<file path="config.mk">
export PLATFORM = sky130hd
export DESIGN_NAME = rr_mux_arb
export DESIGN_NICKNAME = d
export VERILOG_FILES = /design/src/rtl/rr_mux_arb_pkg.sv /design/src/rtl/rr_pick.sv /design/src/rtl/rr_mux_arb.sv
export SDC_FILE = /design/constraint.sdc
export NUM_CORES = 1
export LEC_CHECK = 0
export BUFFER_PORTS_ARGS = -buffer_cell sky130_fd_sc_hd__buf_2
export CAP_MARGIN = 15
export CORE_AREA = 2 2 126 128
export DETAILED_ROUTE_END_ITERATION = 12
export DIE_AREA = 0 0 128 130
export PLACE_DENSITY = 0.55
export SYNTH_ARGS = -nofsm -noshare
export SYNTH_HDL_FRONTEND = slang
export SYNTH_SLANG_ARGS = --single-unit
</file>
<file path="constraint.sdc">
create_clock -name clk -period 2.7 [get_ports clk]
set_input_delay 0.405 -clock clk [delete_from_list [all_inputs] [get_ports clk]]
set_output_delay 0.405 -clock clk [all_outputs]
set_load 0.1 [all_outputs]
</file>
<file path="src/rtl/rr_mux_arb_pkg.sv">
// Shared definitions for the round-robin arbitrating mux: FSM encodings,
// default parameter values and a small pointer helper.
package rr_mux_arb_pkg;

  // Packet-lock state encodings
  localparam logic [0:0] ST_IDLE   = 1'b0;
  localparam logic [0:0] ST_LOCKED = 1'b1;

  // Default parameter values
  localparam int DEF_WIDTH  = 32;
  localparam int DEF_NUM_IN = 8;
  localparam int DEF_SEL_W  = 4;
  localparam int DEF_RR_EN  = 1;

  // Index of the channel after g, wrapping at n
  function automatic int wrap_inc(input int g, input int n);
    return (g >= n - 1) ? 0 : g + 1;
  endfunction

endpackage

</file>
<file path="src/rtl/rr_pick.sv">
// Combinational rotating-priority picker: returns the first set request
// at or above ptr, wrapping to the lowest set request below ptr.
// A zero ptr gives plain fixed priority (index 0 highest).
module rr_pick #(
  parameter int NUM_IN = 8,
  parameter int SEL_W  = 4
) (
  input  logic [NUM_IN-1:0] req,
  input  logic [SEL_W-1:0]  ptr,
  output logic [SEL_W-1:0]  idx,
  output logic [NUM_IN-1:0] onehot,
  output logic              any
);

  logic [SEL_W-1:0] hi_idx;
  logic [SEL_W-1:0] lo_idx;
  logic             hi_any;
  logic             lo_any;

  // Descending scan so the lowest qualifying index is the one left standing
  always_comb begin
    hi_idx = '0;
    lo_idx = '0;
    hi_any = 1'b0;
    lo_any = 1'b0;
    for (int i = NUM_IN - 1; i >= 0; i--) begin
      if (req[i]) begin
        lo_idx = SEL_W'(i);
        lo_any = 1'b1;
        if (SEL_W'(i) >= ptr) begin
          hi_idx = SEL_W'(i);
          hi_any = 1'b1;
        end
      end
    end
  end

  assign idx    = hi_any ? hi_idx : lo_idx;
  assign any    = lo_any;
  assign onehot = lo_any ? (NUM_IN'(1) << idx) : '0;

endmodule

</file>
<file path="src/rtl/rr_mux_arb.sv">
// N-channel arbitrating mux with packet-level grant locking and a
// registered output stage. One beat per cycle at full throughput.
//
// Handshake: a beat moves on channel i when in_vld[i] & in_rdy[i] are both
// high at a rising clk edge, and leaves on out_vld & out_rdy. Producers hold
// in_vld/in_last/in_data stable until accepted and must not derive in_vld
// from in_rdy (in_rdy is a combinational function of in_vld).
module rr_mux_arb
  import rr_mux_arb_pkg::*;
#(
  parameter int WIDTH  = DEF_WIDTH,
  parameter int NUM_IN = DEF_NUM_IN,
  parameter int SEL_W  = DEF_SEL_W,
  parameter int RR_EN  = DEF_RR_EN
) (
  input  logic                    clk,
  input  logic                    rst,
  input  logic [NUM_IN-1:0]       in_vld,
  input  logic [NUM_IN-1:0]       in_last,
  input  logic [NUM_IN*WIDTH-1:0] in_data,
  output logic [NUM_IN-1:0]       in_rdy,
  output logic                    out_vld,
  output logic [WIDTH-1:0]        out_data,
  output logic                    out_last,
  output logic [SEL_W-1:0]        out_sel,
  input  logic                    out_rdy,
  output logic [0:0]              dbg_state,
  output logic [SEL_W-1:0]        dbg_ptr
);

  logic [0:0]        state;
  logic [SEL_W-1:0]  lock_ch;
  logic [SEL_W-1:0]  ptr;
  logic [SEL_W-1:0]  pick_ptr;
  logic [SEL_W-1:0]  g;
  logic [NUM_IN-1:0] g_oh;
  logic              any_vld;
  logic              load;
  logic              xfer;
  logic              g_last;
  logic [WIDTH-1:0]  g_data;
  logic [SEL_W-1:0]  ptr_nxt;

  // Fixed priority is rotating priority with the start pinned at channel 0
  assign pick_ptr = (RR_EN != 0) ? ptr : '0;

  rr_pick #(
    .NUM_IN (NUM_IN),
    .SEL_W  (SEL_W)
  ) u_pick (
    .req    (in_vld),
    .ptr    (pick_ptr),
    .idx    (g),
    .onehot (g_oh),
    .any    (any_vld)
  );

  // Output register can take a beat when empty or draining this cycle
  assign load = ~out_vld | out_rdy;

  // While locked only the owning channel may move; a stalled owner blocks all.
  // rst gates the grant so nothing is accepted while reset is held.
  assign xfer   = ~rst & load & any_vld & ((state == ST_IDLE) | (g == lock_ch));
  assign in_rdy = xfer ? g_oh : '0;
  assign g_last = |(in_last & g_oh);

  // Select the granted channel's data word
  always_comb begin
    g_data = '0;
    for (int i = 0; i < NUM_IN; i++) begin
      if (g_oh[i]) g_data = g_data | in_data[i*WIDTH +: WIDTH];
    end
  end

  assign ptr_nxt = SEL_W'(wrap_inc(int'(g), NUM_IN));

  // Registered output stage; data/sel/last hold when nothing loads
  always_ff @(posedge clk or posedge rst) begin
    if (rst) begin
      out_vld  <= 1'b0;
      out_data <= '0;
      out_last <= 1'b0;
      out_sel  <= '0;
    end else if (load) begin
      if (xfer) begin
        out_vld  <= 1'b1;
        out_data <= g_data;
        out_last <= g_last;
        out_sel  <= g;
      end else begin
        out_vld  <= 1'b0;
      end
    end
  end

  // Packet lock FSM and fairness pointer; pointer only moves on packet end
  always_ff @(posedge clk or posedge rst) begin
    if (rst) begin
      state   <= ST_IDLE;
      lock_ch <= '0;
      ptr     <= '0;
    end else if (xfer) begin
      if (g_last) begin
        state <= ST_IDLE;
        ptr   <= ptr_nxt;
      end else begin
        state   <= ST_LOCKED;
        lock_ch <= g;
      end
    end
  end

  assign dbg_state = state;
  assign dbg_ptr   = ptr;

endmodule

</file>
Yosys cells after proc, flatten, opt, wreduce, memory -nomap -nowiden
Cells that the tools add are included.
Word-level totals
  flip-flop bits (word level): 47
  ROM bits: 0
  memory bits (writable): 0
  logic and storage cells: 102
  bits of input ports: 275
  memories kept: 0
  latch bits: 0
  output and inout port bits: 51
Operators by class
  multipliers: 0
  $lt $le $gt $ge: 9
  reductions and logical operators: 4
  shift operators: 1
  div/mod/pow operators: 0
  equal/unequal tests: 1
  multiplexer cells: 62
  $add $sub $neg: 1
  bitwise gates (word level): 17
Operators with widths (count)
  $mux 32: 8
  $or 32x32->32: 7
  $mux 4: 17
  $mux 3: 9
  $mux 1: 26
  $ge 3x4->1 const A: 4
  $mux 8: 2
  $and 8x8->8: 1
  $ge 1x4->1 const A: 2
  $ge 2x4->1 const A: 2
  $reduce_or 8->1: 1
  $shl 1x4->8 const A: 1
  $reduce_and 2->1: 3
  $add 4x1->4 const B: 1
  $eq 4x4->1: 1
  $ge 4x3->1 const B: 1
  $not 1->1: 4
  $and 1x1->1: 3
  $or 1x1->1: 2

Longest topological paths before layout
  word-level depth: 35
  mapped depth: 15
  depth with buffers taken out: 12

Modules after synthesis
A second synthesis with hierarchy kept.
Unflattened totals
  cell total of the unflattened synthesis: 393
  area, all modules: 3834.9 um^2
By module, submodules not included
  rr_mux_arb: sequential area each 1176.1 um^2, area an instance 3417.0 um^2, instances 1, cells an instance 326
  rr_pick: sequential area each 0.0 um^2, area an instance 417.9 um^2, instances 1, cells an instance 67

Worst setup path after synthesis
Ideal clock, no wire load.
  path type: reg-to-output
  from: register ptr[2], in the netlist dbg_ptr[2]
  to: output port in_rdy[1]
  path slack: -2078 ps
  data arrival time: 4373 ps
  buffers on the path: 4
  stages on the path, launching flop included: 13
  required time: 2295 ps
  cells stage by stage: dfrtp_1 buf_2 nand2b_1 a21oi_1 o32ai_1 nand2_1 nand2_1 ha_1 and2_1 clkbuf_1 buf_2 clkbuf_1 nor2b_1
On the way
  cells in the longest elaborated chain, start to end: 22
  elaborated cells on any way between the ends: 47
  those cells by class: order compare: 8; eq/ne: 1; shift: 1; mux: 35; bitwise: 2
Ends and longest elaborated chain
  start, declared: RTL line rr_mux_arb.sv:33  | logic [SEL_W-1:0] ptr;
  start signal, assigned: RTL line rr_mux_arb.sv:105  | ptr <= ptr_nxt;
  $ge 3x4->1: RTL line rr_pick.sv:30  | if (SEL_W'(i) >= ptr) begin
  $mux 3 or $mux 1 (tied branches): RTL line rr_pick.sv:30
  $mux 4 or $mux 1 (tied branches): RTL line rr_pick.sv:27  | if (req[i]) begin
  $mux 4 or $mux 1 (tied branches): RTL line rr_pick.sv:30
  $mux 4 or $mux 1 (tied branches): RTL line rr_pick.sv:27
  $mux 4 or $mux 1 (tied branches): RTL line rr_pick.sv:30
  $mux 4 or $mux 1 (tied branches): RTL line rr_pick.sv:27
  $mux 4 or $mux 1 (tied branches): RTL line rr_pick.sv:30
  [7 not listed]
  $mux 4 or $mux 1 (tied branches): RTL line rr_pick.sv:30
  $mux 4 or $mux 1 (tied branches): RTL line rr_pick.sv:27
  $mux 4 *: RTL line rr_pick.sv:38  | assign idx = hi_any ? hi_idx : lo_idx;
  via g[0]: RTL line rr_mux_arb.sv:35  | logic [SEL_W-1:0] g;
  $eq 4x4->1: RTL line rr_mux_arb.sv:63  | assign xfer = ~rst & load & any_vld & ((state == ST_IDLE) | (g == lock_ch));
  $or 1x1->1: RTL line rr_mux_arb.sv:63
  $and 1x1->1: RTL line rr_mux_arb.sv:63
  $mux 8 *: RTL line rr_mux_arb.sv:64  | assign in_rdy = xfer ? g_oh : '0;
  end, declared: RTL line rr_mux_arb.sv:21  | output logic [NUM_IN-1:0] in_rdy,
Mark *: on every way through the listed nets, which the timed path passes. The rest lies on a longest branch.

Worst setup path after layout
  from: register ptr[1], in the netlist dbg_ptr[1]
  to: output port in_rdy[2]
On the way
  cells in the longest elaborated chain, start to end: 22
  elaborated cells on any way between the ends: 47
  those cells by class: order compare: 8; eq/ne: 1; shift: 1; mux: 35; bitwise: 2
Ends and longest elaborated chain (RTL line)
  $ge 3x4->1: rr_pick.sv:30
  $mux 3 or $mux 1 (tied branches): rr_pick.sv:30
  $mux 4 or $mux 1 (tied branches): rr_pick.sv:27
  $mux 4 or $mux 1 (tied branches): rr_pick.sv:30
  $mux 4 or $mux 1 (tied branches): rr_pick.sv:27
  $mux 4 or $mux 1 (tied branches): rr_pick.sv:30
  $mux 4 or $mux 1 (tied branches): rr_pick.sv:27
  $mux 4 or $mux 1 (tied branches): rr_pick.sv:30
  [6 not listed]
  $mux 4 or $mux 1 (tied branches): rr_pick.sv:27
  $mux 4 or $mux 1 (tied branches): rr_pick.sv:30
  $mux 4 or $mux 1 (tied branches): rr_pick.sv:27
  $mux 4 *: rr_pick.sv:38
  $eq 4x4->1: rr_mux_arb.sv:63
  $or 1x1->1: rr_mux_arb.sv:63
  $and 1x1->1: rr_mux_arb.sv:63
  $mux 8 *: rr_mux_arb.sv:64
Every way passes the cells marked *; elsewhere a longest branch is shown, timed or not.

==> impl_metrics.env <==
export IMPL_critPathArrivalTime_ns=2.70
export IMPL_period_share_pct=115.0
export IMPL_start_kind="flip-flop"
export IMPL_drive_above_1_share_pct=63.58
export IMPL_hold_violations=0
export IMPL_grt_max_degree=46
export IMPL_die_h_um=130
export IMPL_nets=1059
export IMPL_io_buffers=324
export IMPL_dp_cells=951
export IMPL_hold_path_class="in -> async"
export IMPL_ys_flop_type="dfrtp_1"
export IMPL_p_leak_uw=0.003288
export IMPL_fmax_ghz=0.3221
export IMPL_rsz0062_at_grt="true"
export IMPL_slew_headroom_pct=57.76
export IMPL_yosys_cell_types_count=53
export IMPL_r2r_start="dbg_ptr[1]"
export IMPL_status="complete, but fails checks"
export IMPL_postSynthNetCount=704
export IMPL_cap_violations=0
export IMPL_syn_instance_count=423
export IMPL_drtIter0Drc=449
export IMPL_synth_top_family_by_area="compound AO/OA/AOI/OAI gates"
export IMPL_coreArea_um2=15420
export IMPL_postRouteAntennaNets=0
export IMPL_cp_end_kind="primary output"
export IMPL_syn_area_um2=3706
export IMPL_synthAdderAreaFrac_pct=2.026
export IMPL_vias=5175
export IMPL_dieWidth_um=128
export IMPL_gp_congestion=0.9653
export IMPL_antenna_found_initial=1
export IMPL_final_cell_area_um2=6734
export IMPL_synth_edf_count=0
export IMPL_initial_core_util_pct=24.03
export IMPL_dpl_cell_area_um2=6312
export IMPL_synthSimpleGateAreaFrac_pct=15.29
export IMPL_routed_wl_mm=19.54
export IMPL_regToRegSetupSlack_ns=-0.22
export IMPL_grt_use_total_pct=22.02
export IMPL_ctsHtreeMaxLevel=2
export IMPL_r2r_end="out_sel[0]"
export IMPL_cts_tree="done"
export IMPL_dieArea_um2=16640
export IMPL_ir_worst_vdd_mv=0.6377
export IMPL_dpl_hpwl_mm=15.03
export IMPL_crit_fanout=9
export IMPL_drc=0
export IMPL_synth_xor_area_share_pct=0.2363
export IMPL_clock_sinks=45
export IMPL_syn_to_final_growth_pct=81.70
export IMPL_ff2ff_path_depth=13
export IMPL_required_ns=2.30
export IMPL_postSynthRegisterBits=45
export IMPL_ys_warn_count=0
export IMPL_boundaryPins=326
export IMPL_cts_buffers=5
export IMPL_overflow=0
export IMPL_clock_root_buffer="clkbuf_16"
export IMPL_clk_pin_slew_ns=0.06
export IMPL_viasPerCell=5.335
export IMPL_fin_cells=970
export IMPL_tns_ns=-8.087
export IMPL_grt_pass1_vias=5030
export IMPL_firstDrtPassIters=7
export IMPL_clock_path_buffers=2
export IMPL_period_minus_slack_ns=3.105
export IMPL_fp_row_count=46
export IMPL_synth_compound_area_share_pct=36.66
export IMPL_maxSlewViolCount=0
export IMPL_ys_seq_area_share_pct=30.38
export IMPL_avgSynthCellArea_um2=8.761
export IMPL_worst_slack_ns=-0.4047
export IMPL_violations="negative setup slack"
export IMPL_setup_violations=50
export IMPL_fin_util_pct=43.66
export IMPL_wl_per_cell_um=20.14
export IMPL_worstMarginPinSlew_ns=0.6335
export IMPL_clk_latency_ns=0.30
export IMPL_cellPowerDensity_nw_per_um2=1577
export IMPL_critPathKind="reg -> out"
export IMPL_fin_skew_ns=0.006058
export IMPL_ctsHoldBuffers=0
export IMPL_synthArstFlopShare_pct=100.0
export IMPL_grt_pass1_wl_mm=27.73
export IMPL_muxShareOfSynthArea_pct=7.022
==> stage by stage <==
step | worst slack, ns | total power (uW) | hold slack, ns
floorplan | -0.4547 | 7427 | 0.4182
global placement | -0.4502 | 9432 | 0.4602
detailed placement | -0.4355 | 9525 | 0.4707
CTS | -0.4150 | 10470 | 0.3696
global route | -0.5115 | 11200 | 0.3923
finish | -0.4047 | 10620 | 0.3415
==> cell type report <==
cell class / count / area, um2
sequential: 45 / 1139
inverter: 25 / 97.59
timing repair buffer: 392 / 2420
clock inverter: 1 / 5.005
fill: 1560 / 8691
multi-input combinational: 309 / 2705
antenna: 1 / 2.502
tap: 192 / 240.2
clock buffer: 5 / 125.1
==> critical path, stage by stage, from the launching register on <==
cell	delay, ns
dfrtp_4	0.54
buf_4	0.16
inv_1	0.09
a2bb2oi_2	0.07
o32ai_2	0.19
buf_4	0.18
a221oi_2	0.05
a311o_1	0.37
a41oi_4	0.23
buf_4	0.15
buf_12	0.14
nor2b_4	0.05
buf_12	0.15
==> sequential cells by signal (all words and copies together) (netlist names) <==
signal     cells
out_vld        1
out_sel        3
out_last       1
lock_ch        3
dbg_state      1
dbg_ptr        4
out_data      32
==> where the power goes <==
part / switching [uW] / internal, uW
Combinational: 5590 / 3160
Clock: 266 / 331
Sequential: 229 / 1040
Total: 6090 / 4530
==> placed cells by master, fill, tap and decap left out, types with 10 or more instances in the layout <==
master and n:
buf_2 316, buf_4 52, nand2_1 42, dfrtp_1 41, a22oi_1 40, a222oi_1 32
inv_1 22, a21oi_1 21, a22o_1 18, buf_12 17, nand4_1 15, a2111oi_2 14
mux2_4 11, a22oi_2 10
==> repair_timing <==
| action | CTS | global route |
|---|---|---|
| setup endpoints to repair | 49 | 52 |
| pin swaps | 1 | 11 |
| gates cloned | 2 | 0 |
| resized for setup | 10 | 28 |
| setup buffers | 10 | 0 |
==> routing by layer <==
layer	global-route usage (%)	wire length, um	part of all wire [%]
met1	27.02	7860	40
met2	38.28	9815	50
met3	3.731	1220	6.2
met4	9.438	641	3.3
met5	0	0	0
==> logic make-up after synthesis <==
kind of cell | count (synthesis)
XOR/XNOR | 1
buffers and inverters | 69
multiplexers | 22
adder cells (fa/ha/maj) | 6
flip-flops | 45
AO/OA/AOI/OAI | 171
AND/OR/NAND/NOR | 108
other | 1
==> worst max-delay path by stage <==
stage | start | end | depth (start not counted)
5_1_grt | dbg_ptr[0] | in_rdy[2] | 11
3_5_place_dp | in_vld[0] | out_data[9] | 15
3_3_place_gp | in_vld[0] | out_data[9] | 15
6_report | dbg_ptr[1] | in_rdy[2] | 12
2_1_floorplan | dbg_ptr[2] | in_rdy[7] | 12
4_1_cts | dbg_ptr[1] | in_rdy[2] | 11
==> cell usage after synthesis, types with 4 or more instances <==
master	count	area [um2]
nor2_1	10	37.54
inv_1	25	93.84
clkbuf_1	30	112.6
nand2b_1	6	37.54
nand2_1	44	165.2
and3_1	4	25.02
a2111oi_0	17	148.9
mux2_2	9	101.4
nor2b_1	11	68.82
and2_1	7	43.79
a21oi_1	22	110.1
a22oi_1	50	375.4
buf_6	4	45.04
nand4_1	15	93.84
mux2_4	4	60.06
dfrtp_1	45	1126
a222oi_1	32	320.3
o21ai_0	7	35.03
a22o_1	18	157.7
a211oi_1	4	30.03
ha_1	6	75.07
mux2_1	7	78.83
buf_2	8	40.04
No activity file was read; power rests on OpenSTA's default activity.
